File: src/rtl/pmod16led_arb.sv
`default_nettype none
// ============================================================================
//  Module   : pmod16led_arb
//  Purpose  : Round-robin arbiter that lets one of four sources at a time
//             drive two 8-LED PMOD modules. A grantee keeps the display for
//             at least HOLD_TICKS dwell ticks. After that it is rotated out
//             if anyone else is waiting. A grantee that drops its request
//             loses the display at once.
//  Ports    : clk           system clock, all state on posedge
//             rst_n         asynchronous active-low reset
//             req[3:0]      per-source display request
//             pat0..pat3    16-bit LED pattern of each source
//             pmodled1[0:7] LEDs D1-D8  = granted pattern bits 0..7
//             pmodled2[0:7] LEDs D9-D16 = granted pattern bits 8..15
//             gnt[3:0]      one-hot grant, zero when idle
//             tick          one-cycle dwell-tick strobe
//  Revision : 1.0  initial release
// ============================================================================
module pmod16led_arb #(
    parameter logic [22:0] CLK_DIV    = 23'd6000000,
    parameter logic [3:0]  HOLD_TICKS = 4'd4
) (
    input  logic        clk,
    input  logic        rst_n,
    input  logic [3:0]  req,
    input  logic [15:0] pat0,
    input  logic [15:0] pat1,
    input  logic [15:0] pat2,
    input  logic [15:0] pat3,
    output logic [0:7]  pmodled1,
    output logic [0:7]  pmodled2,
    output logic [3:0]  gnt,
    output logic        tick
);

    typedef enum logic [0:0] {
        ST_IDLE = 1'b0,
        ST_SHOW = 1'b1
    } state_t;

    localparam logic [22:0] c_presc_last = CLK_DIV - 23'd1;

    state_t      r_state;
    state_t      w_state_nxt;
    logic [22:0] r_presc;
    logic [3:0]  r_dwell;
    logic [3:0]  w_dwell_nxt;
    logic [1:0]  r_last;
    logic [1:0]  w_last_nxt;
    logic [3:0]  w_gnt_nxt;
    logic [2:0]  w_pick;       // {hit, index}
    logic [15:0] w_pat;

    // Round-robin search: offsets last+1, last+2, last+3, last (mod 4).
    // Scanning from the farthest offset down lets the nearest hit win.
    function automatic logic [2:0] rr_pick(input logic [3:0] r, input logic [1:0] l);
        logic [2:0] res;
        logic [1:0] idx;
        res = 3'b000;
        for (int i = 4; i >= 1; i--) begin
            idx = l + i[1:0];
            if (r[idx]) begin
                res = {1'b1, idx};
            end
        end
        return res;
    endfunction

    assign w_pick = rr_pick(req, r_last);

    // Free-running prescaler; tick is high for the cycle after the wrap point.
    always_ff @(posedge clk or negedge rst_n) begin
        if (!rst_n) begin
            r_presc <= 23'd0;
            tick    <= 1'b0;
        end else begin
            tick    <= (r_presc == c_presc_last);
            r_presc <= (r_presc == c_presc_last) ? 23'd0 : r_presc + 23'd1;
        end
    end

    always_ff @(posedge clk or negedge rst_n) begin
        if (!rst_n) begin
            r_state <= ST_IDLE;
            r_dwell <= 4'd0;
            r_last  <= 2'd3;
            gnt     <= 4'd0;
        end else begin
            r_state <= w_state_nxt;
            r_dwell <= w_dwell_nxt;
            r_last  <= w_last_nxt;
            gnt     <= w_gnt_nxt;
        end
    end

    // r_last always names the current grantee while in SHOW.
    always_comb begin
        w_state_nxt = r_state;
        w_dwell_nxt = r_dwell;
        w_last_nxt  = r_last;
        w_gnt_nxt   = gnt;
        case (r_state)
            ST_IDLE: begin
                w_gnt_nxt   = 4'd0;
                w_dwell_nxt = 4'd0;
                if (w_pick[2]) begin
                    w_state_nxt = ST_SHOW;
                    w_gnt_nxt   = 4'd1 << w_pick[1:0];
                    w_last_nxt  = w_pick[1:0];
                end
            end
            ST_SHOW: begin
                if (!req[r_last]) begin
                    // Grantee withdrew; the search cannot return it since
                    // its own request bit is clear.
                    w_dwell_nxt = 4'd0;
                    if (w_pick[2]) begin
                        w_gnt_nxt  = 4'd1 << w_pick[1:0];
                        w_last_nxt = w_pick[1:0];
                    end else begin
                        w_state_nxt = ST_IDLE;
                        w_gnt_nxt   = 4'd0;
                    end
                end else if (r_dwell == HOLD_TICKS) begin
                    // Another requester is found before wrapping back to us.
                    if ((req & ~gnt) != 4'd0) begin
                        w_gnt_nxt   = 4'd1 << w_pick[1:0];
                        w_last_nxt  = w_pick[1:0];
                        w_dwell_nxt = 4'd0;
                    end
                end else if (tick) begin
                    w_dwell_nxt = r_dwell + 4'd1;
                end
            end
            default: begin
                w_state_nxt = ST_IDLE;
                w_gnt_nxt   = 4'd0;
                w_dwell_nxt = 4'd0;
            end
        endcase
    end

    always_comb begin
        w_pat = 16'h0000;
        case (gnt)
            4'b0001: w_pat = pat0;
            4'b0010: w_pat = pat1;
            4'b0100: w_pat = pat2;
            4'b1000: w_pat = pat3;
            default: w_pat = 16'h0000;
        endcase
    end

    // LED ports are declared [0:7]; map bit by bit so LED k shows pattern bit k.
    always_ff @(posedge clk or negedge rst_n) begin
        if (!rst_n) begin
            pmodled1 <= 8'd0;
            pmodled2 <= 8'd0;
        end else begin
            for (int k = 0; k < 8; k++) begin
                pmodled1[k] <= w_pat[k];
                pmodled2[k] <= w_pat[8+k];
            end
        end
    end

endmodule
`default_nettype wire

File: config.mk
export PLATFORM = sky130hd
export DESIGN_NAME = pmod16led_arb
export DESIGN_NICKNAME = d
export VERILOG_FILES = /design/src/rtl/pmod16led_arb.sv
export SDC_FILE = /design/constraint.sdc
export NUM_CORES = 1
export LEC_CHECK = 0
export ABC_CLOCK_PERIOD_IN_PS = 2200
export CAP_MARGIN = 25
export CELL_PAD_IN_SITES_DETAIL_PLACEMENT = 0
export CELL_PAD_IN_SITES_GLOBAL_PLACEMENT = 1
export CORE_MARGIN = 4
export CORE_UTILIZATION = 30
export DETAILED_ROUTE_END_ITERATION = 12
export DONT_BUFFER_PORTS = 1
export PLACE_DENSITY = 0.65
export SKIP_LAST_GASP = 1
export SYNTH_ARGS = -nofsm -noshare
export SYNTH_HDL_FRONTEND = slang
export SYNTH_SLANG_ARGS = --single-unit
File: constraint.sdc
create_clock -name clk -period 2.2 [get_ports clk]
set_input_delay 0.33 -clock clk [delete_from_list [all_inputs] [get_ports clk]]
set_output_delay 0.33 -clock clk [all_outputs]
set_load 0.02 [all_outputs]
==> results of run 1 <==
[sequential cells by signal, summed over array words and instances (netlist names)]
| name | flops |
|---|---|
| gnt | 4 |
| pmodled1 | 8 |
| pmodled2 | 8 |
| r_dwell | 4 |
| r_last | 2 |
| r_presc | 23 |
| r_state | 1 |
| tick | 1 |
[metrics by stage]
stage	util, %	instance area, sq um	setup WS [ps]
floorplan	-	2670	531
finish	34.3	2980	330
global placement	32.6	2830	392
detailed placement	32.6	2830	321
CTS	34.3	2980	301
global route	34.3	2980	133
[area by class of cell]
class                           count  area, sq um
Clock inverter                      3         43.8
Sequential cell                    51         1280
Clock buffer                        5         68.8
Tap cell                          108          135
Multi-Input combinational cell    193         1340
Inverter                            8         30.0
Fill cell                         911         5700
Timing Repair Buffer                8         82.6
[power groups by stage]
stage          Combinational, W  Sequential (W)  Clock [W]
2_1_floorplan          0.000537         0.00137          0
3_3_place_gp           0.000681         0.00142          0
3_5_place_dp           0.000697         0.00142          0
4_1_cts                0.000723         0.00140   0.000672
5_1_grt                0.000828         0.00142   0.000705
6_report               0.000712         0.00140   0.000645
[critical path: stages (launching register included)]
cell and delay, ps:
dfrtp_1 420, inv_1 100, ha_1 150, nand3b_1 170, a41o_1 360, a21oi_1 240, mux2_2 360
[worst paths after layout]
check	end	slack (ps)	cells past startpoint
worst max-delay path	r_last[0]	330	6
worst min-delay path	pmodled1[2]	150	2
worst max register to register	r_last[0]	330	6
worst min register to register	r_presc[22]	490	1
max in group asynchronous	r_last[0]	1380	2
min in group asynchronous	r_presc[6]	540	2
[per-layer routing]
metal / vias up / track usage, %
li1: 976 / -
met1: 969 / 18.5
met2: 76 / 20.2
met3: 6 / 4.10
met4: 0 / 4.24
met5: - / 0
[repair_timing]
action                    CTS  global route
hold buffers                2             0
resized for setup           0             0
hold endpoints to repair   51             0
[layout by cell type, fill, tap and decap left out, types with 3 or more instances in the layout]
cell and instances:
dfrtp_1 49, o21ai_0 7, xnor2_1 10, nor3_1 5
nand2_1 22, nor2_1 18, mux2i_1 8, a22oi_1 32
nor4b_2 4, nor2b_1 5, buf_4 6, clkbuf_8 5
nand4_1 9, nor4_1 3, nand2b_1 4, and3_1 6
ha_1 3, xor2_1 7, nand3_1 20, inv_1 8
[cells by family (layout without fill, tap and decap cells)]
family          after synthesis  in the layout  synth area share [%]
compound gates               53             53                  14.9
xor+xnor                     17             17                  5.58
fa+ha+maj                     3              3                  1.41
buf+inv                      12             24                  1.88
flops                        51             51                  47.9
mux                           9              9                  3.42
simple gates                111            111                  24.9
==> results.py, run 1 <==
metrics = {
    "timing": {
        "setup_tns_ps": 0,
        "skew_ps": 12.4,
        "fin_crit_ps": 1870,
        "drv_slew": 0,
        "worst_slew_pin_slew_ps": 601,
        "slew_headroom_pct": 59.8,
        "period_share_pct": 85.0,
        "max_freq_mhz": 535,
        "hold_slack_ps": 150,
        "hold_viol": 0,
        "setup_viol": 0,
        "grt_setup_unrepaired": "false",
    },
    "clock_network": {
        "clock_path_buffers": 2,
        "clock_sinks": 51,
        "post_cts_buffers": 0,
        "numCtsBuffers": 5,
        "cts_tree": "built",
        "worstSkewPairLatency_ps": 310,
        "clk_pin_slew_ps": 100,
        "cts.htree.levels": 2,
        "root_buffer": "clkbuf_8",
    },
    "synthesis": {
        "synthTopCellsByCount": "dfrtp_1, a22oi_1, nand2_1, nand3_1, nor2_1",
        "yosysTopAreaCell": "dfrtp_1",
        "ys_seq_area_share_pct": 47.9,
        "netlist.area_leader.share_pct": 45.9,
        "yosysMostFrequentCell": "dfrtp_1",
        "synthDistinctLibCells": 45,
        "synth_edf_count": 0,
        "synthFlopType": "dfrtp_1",
        "synth_area_per_cell_sq_um": 10.4,
        "synth_area_sq_mm": 0.00267,
        "syn_nets": 329,
        "async_flop_share_pct": 100,
        "netlist_instances": 256,
        "yosysWarnings": 0,
        "synth_area_leaders": "dfrtp_1, a22oi_1, nand3_1, xnor2_1, nand2_1",
        "postSynthRegisterBits": 51,
    },
    "detailed_routing": {
        "drt-pass1-iter-count": 5,
        "wl_met2_mm": 3.06,
        "via_per_inst": 5.39,
        "ant_nets": 0,
        "route.met3.wl_microns": 446,
        "num_vias": 2027,
        "top_layer": "met4",
        "wl_per_cell_microns": 17.6,
        "drc": 0,
        "drtIter0Drc": 136,
        "drt_wl_total_mm": 6.63,
        "wl_met1_mm": 3.03,
    },
    "floorplanning": {
        "dieArea_sq_mm": 0.0105,
        "ios": 91,
        "die_h_microns": 102,
        "rows": 34,
        "core-area_sq_mm": 0.00868,
        "die_x_microns": 102,
        "initial_utilization_pct": 30.8,
    },
    "critical_path": {
        "end_kind": "flop",
        "crit_start": "r_dwell[0]",
        "cp_max_fo": 7,
        "r2r-start": "r_dwell[0]",
        "cp.required_ps": 2430,
        "crit_type": "flop to flop",
        "critPathLaunchType": "flop",
        "arrival_ps": 2100,
    },
    "layout": {
        "areaGrowthSynthToFinish_pct": 11.6,
        "drive_above_1_share_pct": 12.7,
        "diodes": 0,
        "fin_cells": 376,
        "num-nets-final": 340,
    },
    "power_and_ir_drop": {
        "p_sw_share_pct": 36.3,
        "p_total_w": 0.00275,
        "seqPwrFrac_pct": 50.7,
        "power_density_mw_per_mm2": 924,
        "p_sw_w": 0.000999,
        "p_int_w": 0.00175,
        "ir_drop_mv": 0.420,
        "p_clk_share_pct": 23.4,
        "combPwrFrac_pct": 25.9,
        "p_leak_nw": 1.34,
    },
    "place": {
        "dp_hpwl_mm": 5.02,
        "portBuffers": 0,
        "place_inst": 366,
        "place.gp.congestion": 0.796,
    },
    "status": {
        "status": "finished clean",
    },
    "global_routing": {
        "grt-ovfl-total": 0,
        "grt_usage_pct": 13.4,
        "grt_pass1_vias": 2102,
        "grt_max_degree": 52,
        "antenna_found_initial": 0,
        "grt_first_pass_wirelength_mm": 11.0,
    },
    "job": {
        "maxCapViolCount": 0,
    },
    "worst_hold_path": {
        "hp-start": "pat1[2]",
        "hold_path.class": "input port to flop",
    },
}
Power figures use the tool's default switching activity.
==> run 2, diff against run 1 <==
--- a/config.mk
+++ b/config.mk
@@ -5,7 +5,7 @@
 export SDC_FILE = /design/constraint.sdc
 export NUM_CORES = 1
 export LEC_CHECK = 0
-export ABC_CLOCK_PERIOD_IN_PS = 2200
+export ABC_CLOCK_PERIOD_IN_PS = 1500
 export CAP_MARGIN = 25
 export CELL_PAD_IN_SITES_DETAIL_PLACEMENT = 0
 export CELL_PAD_IN_SITES_GLOBAL_PLACEMENT = 1
@@ -13,7 +13,7 @@
 export CORE_UTILIZATION = 30
 export DETAILED_ROUTE_END_ITERATION = 12
 export DONT_BUFFER_PORTS = 1
-export PLACE_DENSITY = 0.65
+export PLACE_DENSITY = 0.67
 export SKIP_LAST_GASP = 1
 export SYNTH_ARGS = -nofsm -noshare
 export SYNTH_HDL_FRONTEND = slang
==> constraint.sdc (replaced) <==
create_clock -name clk -period 1.5 [get_ports clk]
set_input_delay 0.225 -clock clk [delete_from_list [all_inputs] [get_ports clk]]
set_output_delay 0.225 -clock clk [all_outputs]
set_load 0.02 [all_outputs]
==> results.py, run 2 (same netlist as run 1, synthesis figures left out) <==
metrics = {
    "status": {
        "status": "finished with violations",
        "violations": "setup timing",
    },
    "layout": {
        "drive_above_1_share_pct": 37.4,
        "largest_reg_flops": 23,
        "fin_cells": 437,
        "areaGrowthSynthToFinish_pct": 39.1,
        "diodes": 0,
        "regMostFlops": "r_presc",
        "seq_area_sq_mm": 0.00128,
        "final_core_util_pct": 42.8,
        "final.fill_count": 866,
        "final_cell_mix": "buf_4, dfrtp_1, a22oi_1",
        "top_regs": "r_presc: 23 flops, pmodled1: 8 flops, pmodled2: 8 flops",
        "num-nets-final": 401,
        "multiInputGateArea_sq_mm": 0.00151,
        "final_common_cell": "buf_4",
        "finalInstanceArea_sq_mm": 0.00371,
    },
    "clock_network": {
        "numCtsBuffers": 5,
        "clock_path_buffers": 2,
        "cts_tree": "built",
        "cts.htree.levels": 2,
        "worstSkewPairLatency_ps": 310,
        "clk_pin_slew_ps": 100,
        "root_buffer": "clkbuf_8",
        "clock_sinks": 51,
    },
    "timing": {
        "setup_ws_ps": -66.1,
        "worst_slew_pin_slew_ps": 361,
        "fin_crit_ps": 1570,
        "drv_slew": 0,
        "skew_ps": 11.2,
        "hold_viol": 0,
        "max_freq_mhz": 639,
        "setup_viol": 12,
        "grt_setup_unrepaired": "true",
        "hold_slack_ps": 37.9,
        "slew_headroom_pct": 75.9,
        "period_share_pct": 104,
    },
    "place": {
        "portBuffers": 0,
        "place_inst": 408,
        "dpl-instance-area_sq_mm": 0.00318,
        "dp_hpwl_mm": 5.42,
        "place.gp.congestion": 0.792,
    },
    "critical_path": {
        "slowest_stage": "dfstp_2",
        "path_delay_family": "flip-flops",
        "r2r_slack_ps": -70,
        "cp_cell_sequence": "mux2i_1 -> o22ai_2 -> a21oi_2 -> mux2_4",
        "cp_max_fo": 6,
        "end_kind": "flop",
        "arrival_ps": 1810,
        "cp.required_ps": 1740,
        "slowest_delay_ps": 610,
        "critPathBufInv": 0,
        "critPathLaunchType": "flop",
        "crit_type": "flop to flop",
    },
    "worst_hold_path": {
        "hold_path.class": "input port to flop",
    },
    "detailed_routing": {
        "num_vias": 2273,
        "via_per_inst": 5.20,
        "ant_nets": 0,
        "drt-pass1-iter-count": 4,
        "drt_wl_total_mm": 7.35,
        "drc": 0,
        "drtIter0Drc": 82,
        "wl_per_cell_microns": 16.8,
    },
    "power_and_ir_drop": {
        "power_density_mw_per_mm2": 1290,
        "p_total_w": 0.00480,
        "ir_drop_mv": 0.823,
        "p_leak_nw": 1.69,
    },
    "floorplanning": {
        "core-area_sq_mm": 0.00868,
        "ios": 91,
        "die_h_microns": 102,
        "die_x_microns": 102,
        "rows": 34,
        "dieArea_sq_mm": 0.0105,
        "initial_utilization_pct": 30.8,
    },
    "global_routing": {
        "grt_usage_pct": 14.4,
        "grt_max_degree": 52,
        "antenna_found_initial": 1,
        "grt_first_pass_wirelength_mm": 11.9,
        "grt_pass1_vias": 2257,
        "grt-ovfl-total": 0,
    },
    "job": {
        "maxCapViolCount": 0,
    },
}
## run 2: changes by cell type in the layout (fill, tap and decap cells not counted), sizes merged
cell / change
nor2: +1
clkinv: -2
clkbuf: +1
inv: +1
buf: +60
## run 2: final cells by class
class                      instances  share of cell area [%]
clock inverter                     2                    1.04
timing repair buffer              68                    17.0
sequential                        51                    34.5
tap                              108                    3.64
multi-input combinational        194                    40.7
inverter                           8                   0.809
clock buffer                       6                    2.22
## run 2: path summary, 6_finish.rpt
check,from,endpoint,depth (start not counted)
max,r_last[0],r_last[0],4
min,pat1[2],pmodled1[2],2
max reg2reg,r_last[0],r_last[0],4
min reg2reg,r_presc[22],r_presc[22],1
max in group asynchronous,rst_n,r_last[1],2
min in group asynchronous,rst_n,r_presc[13],2
## run 2: what timing repair did
item                                    4_1_cts  5_1_grt
endpoints found under the setup margin       17       41
gates cloned                                  1        0
hold buffers                                  2        0
resized for setup                             5       34
pin swaps                                     8       12
endpoints found under the hold margin        51        0
setup buffers                                 4       14
## run 2: metal layers
| layer | global-route usage (%) | vias to the layer above | part of all wire [%] |
|---|---|---|---|
| met5 | 0 | - | 0 |
| met4 | 3.53 | 0 | 0.75 |
| met3 | 3.55 | 5 | 6.3 |
| met2 | 22.7 | 85 | 48 |
| met1 | 20.0 | 1080 | 45 |
| li1 | - | 1103 | - |
## run 2: metrics by stage
| step | setup slack [ps] | setup TNS (ps) |
|---|---|---|
| after floorplan | -80.4 | -594 |
| after global placement | -10.9 | -10.9 |
| after detailed placement | -51.9 | -460 |
| after CTS | -63.3 | -170 |
| after global routing | -164 | -1890 |
| final | -66.1 | -247 |
## run 2: worst reg2reg max path, delay by kind of cell, from the launching register on
kind / cells / cell delay (ps)
multiplexers: 2 / 540
flip-flops: 1 / 610
AO/OA/AOI/OAI: 2 / 360
## run 2: where the power goes
group / leakage, nW / total [W] / switching [W] / internal [W]
registers: 0.665 / 0.00195 / 0.000338 / 0.00162
clock network: 0.0618 / 0.00104 / 0.000492 / 0.000550
logic: 0.966 / 0.00181 / 0.000886 / 0.000923
total: 1.69 / 0.00480 / 0.00171 / 0.00309
==> run 3, diff against run 2 <==
--- a/config.mk
+++ b/config.mk
@@ -10,10 +10,11 @@
 export CELL_PAD_IN_SITES_DETAIL_PLACEMENT = 0
 export CELL_PAD_IN_SITES_GLOBAL_PLACEMENT = 1
 export CORE_MARGIN = 4
-export CORE_UTILIZATION = 30
+export CORE_UTILIZATION = 43
+export CTS_CLUSTER_DIAMETER = 150
 export DETAILED_ROUTE_END_ITERATION = 12
 export DONT_BUFFER_PORTS = 1
-export PLACE_DENSITY = 0.67
+export PLACE_DENSITY = 0.86
 export SKIP_LAST_GASP = 1
 export SYNTH_ARGS = -nofsm -noshare
 export SYNTH_HDL_FRONTEND = slang
==> results.py, run 3 (same netlist as run 1, synthesis figures left out) <==
metrics = {
    "status": {
        "status": "finished with violations",
        "violations": "setup timing",
    },
    "layout": {
        "regMostFlops": "r_presc",
        "drive_above_1_share_pct": 34.2,
        "areaGrowthSynthToFinish_pct": 30.6,
        "final_cell_mix": "buf_4, dfrtp_1, a22oi_1",
        "multiInputGateArea_sq_mm": 0.00146,
        "largest_reg_flops": 23,
        "top_regs": "r_presc: 23 flops, pmodled1: 8 flops, pmodled2: 8 flops",
        "num-nets-final": 397,
        "final_common_cell": "buf_4",
        "diodes": 0,
        "seq_area_sq_mm": 0.00128,
        "finalInstanceArea_sq_mm": 0.00349,
        "final_core_util_pct": 58.5,
        "final.fill_count": 506,
    },
    "critical_path": {
        "arrival_ps": 1770,
        "cp_max_fo": 5,
        "crit_type": "flop to flop",
        "end_kind": "flop",
        "slowest_delay_ps": 570,
        "cp.required_ps": 1700,
        "critPathLaunchType": "flop",
        "cp_cell_sequence": "inv_1 -> o311a_1 -> o41ai_2",
        "slowest_stage": "dfstp_2",
        "critPathBufInv": 1,
        "path_delay_family": "compound AO/OA/AOI/OAI gates",
    },
    "power_and_ir_drop": {
        "power_density_mw_per_mm2": 1250,
        "ir_drop_mv": 0.978,
        "p_leak_nw": 1.62,
        "p_total_w": 0.00435,
    },
    "timing": {
        "setup_viol": 6,
        "worst_slew_pin_slew_ps": 357,
        "grt_setup_unrepaired": "true",
        "hold_slack_ps": 34.6,
        "fin_crit_ps": 1570,
        "max_freq_mhz": 638,
        "drv_slew": 0,
        "setup_ws_ps": -67.9,
        "hold_viol": 0,
        "slew_headroom_pct": 76.0,
        "period_share_pct": 105,
        "skew_ps": 13.5,
    },
    "detailed_routing": {
        "via_per_inst": 5.77,
        "ant_nets": 0,
        "wl_per_cell_microns": 17.1,
        "drtIter0Drc": 85,
        "num_vias": 2306,
        "drc": 0,
        "drt_wl_total_mm": 6.83,
        "drt-pass1-iter-count": 6,
    },
    "job": {
        "maxCapViolCount": 0,
    },
    "global_routing": {
        "grt_usage_pct": 19.1,
        "grt_pass1_vias": 2347,
        "grt-ovfl-total": 0,
        "antenna_found_initial": 0,
        "grt_first_pass_wirelength_mm": 11.2,
        "grt_max_degree": 52,
    },
    "place": {
        "portBuffers": 0,
        "place.gp.congestion": 0.829,
        "dp_hpwl_mm": 5.05,
        "dpl-instance-area_sq_mm": 0.00312,
        "pre_cts_ws_ps": -232,
    },
    "worst_hold_path": {
        "hold_path.class": "input port to flop",
    },
    "floorplanning": {
        "ios": 91,
        "rows": 28,
        "die_h_microns": 86.8,
        "die_x_microns": 86.8,
        "initial_utilization_pct": 44.8,
        "core-area_sq_mm": 0.00596,
        "dieArea_sq_mm": 0.00753,
    },
    "clock_network": {
        "numCtsBuffers": 5,
        "clock_path_buffers": 2,
        "clock_sinks": 51,
        "cts.htree.levels": 2,
        "cts_tree": "built",
        "root_buffer": "clkbuf_8",
        "worstSkewPairLatency_ps": 310,
        "clk_pin_slew_ps": 100,
    },
}
run 3: worst paths after layout:
path | to | start | slack [ps] | cells after the start
min in group asynchronous | r_presc[4] | rst_n | 420 | 2
max in group asynchronous | r_last[0] | rst_n | 810 | 2
worst min-delay path | pmodled1[2] | pat1[2] | 30 | 2
worst max-delay path | gnt[0] | r_last[1] | -70 | 3
worst min register to register | r_presc[22] | r_presc[22] | 520 | 1
worst max register to register | gnt[0] | r_last[1] | -70 | 3
run 3: layer usage:
layer  vias to the layer above  track usage [%]  share of wire, %
li1                       1091                -                 -
met1                      1118             23.8                42
met2                        86             32.4                50
met3                        11             4.75               5.5
met4                         0             6.09               1.9
met5                         -                0                 0
run 3: area by class of cell:
type / instances / area share, %
multi-input cells: 194 / 42.0
flip-flops and latches: 51 / 36.8
repair buffers: 64 / 15.0
well taps: 75 / 2.69
clock buffers: 5 / 1.97
inverters: 8 / 0.861
clock inverters: 3 / 0.790
run 3: timing repair:
action                     4_1_cts  5_1_grt
buffers inserted                 7       10
hold buffers                     2        0
hold endpoints to repair        51        0
pin swaps                        7       10
setup endpoints to repair       34       41
gates cloned                     1        0
resized for setup                9       17
run 3: per-stage QoR:
| stage | instances | TNS [ps] |
|---|---|---|
| final | 400 | -133 |
| after global placement | 372 | -2180 |
| after global routing | 400 | -2140 |
| after detailed placement | 372 | -2910 |
| after floorplan | 256 | -594 |
| after CTS | 390 | -423 |
run 3: report_power, final:
part           switching [W]  internal [W]  total, W
clock               0.000483      0.000343  0.000826
sequential          0.000339       0.00162   0.00195
combinational       0.000772      0.000796   0.00157
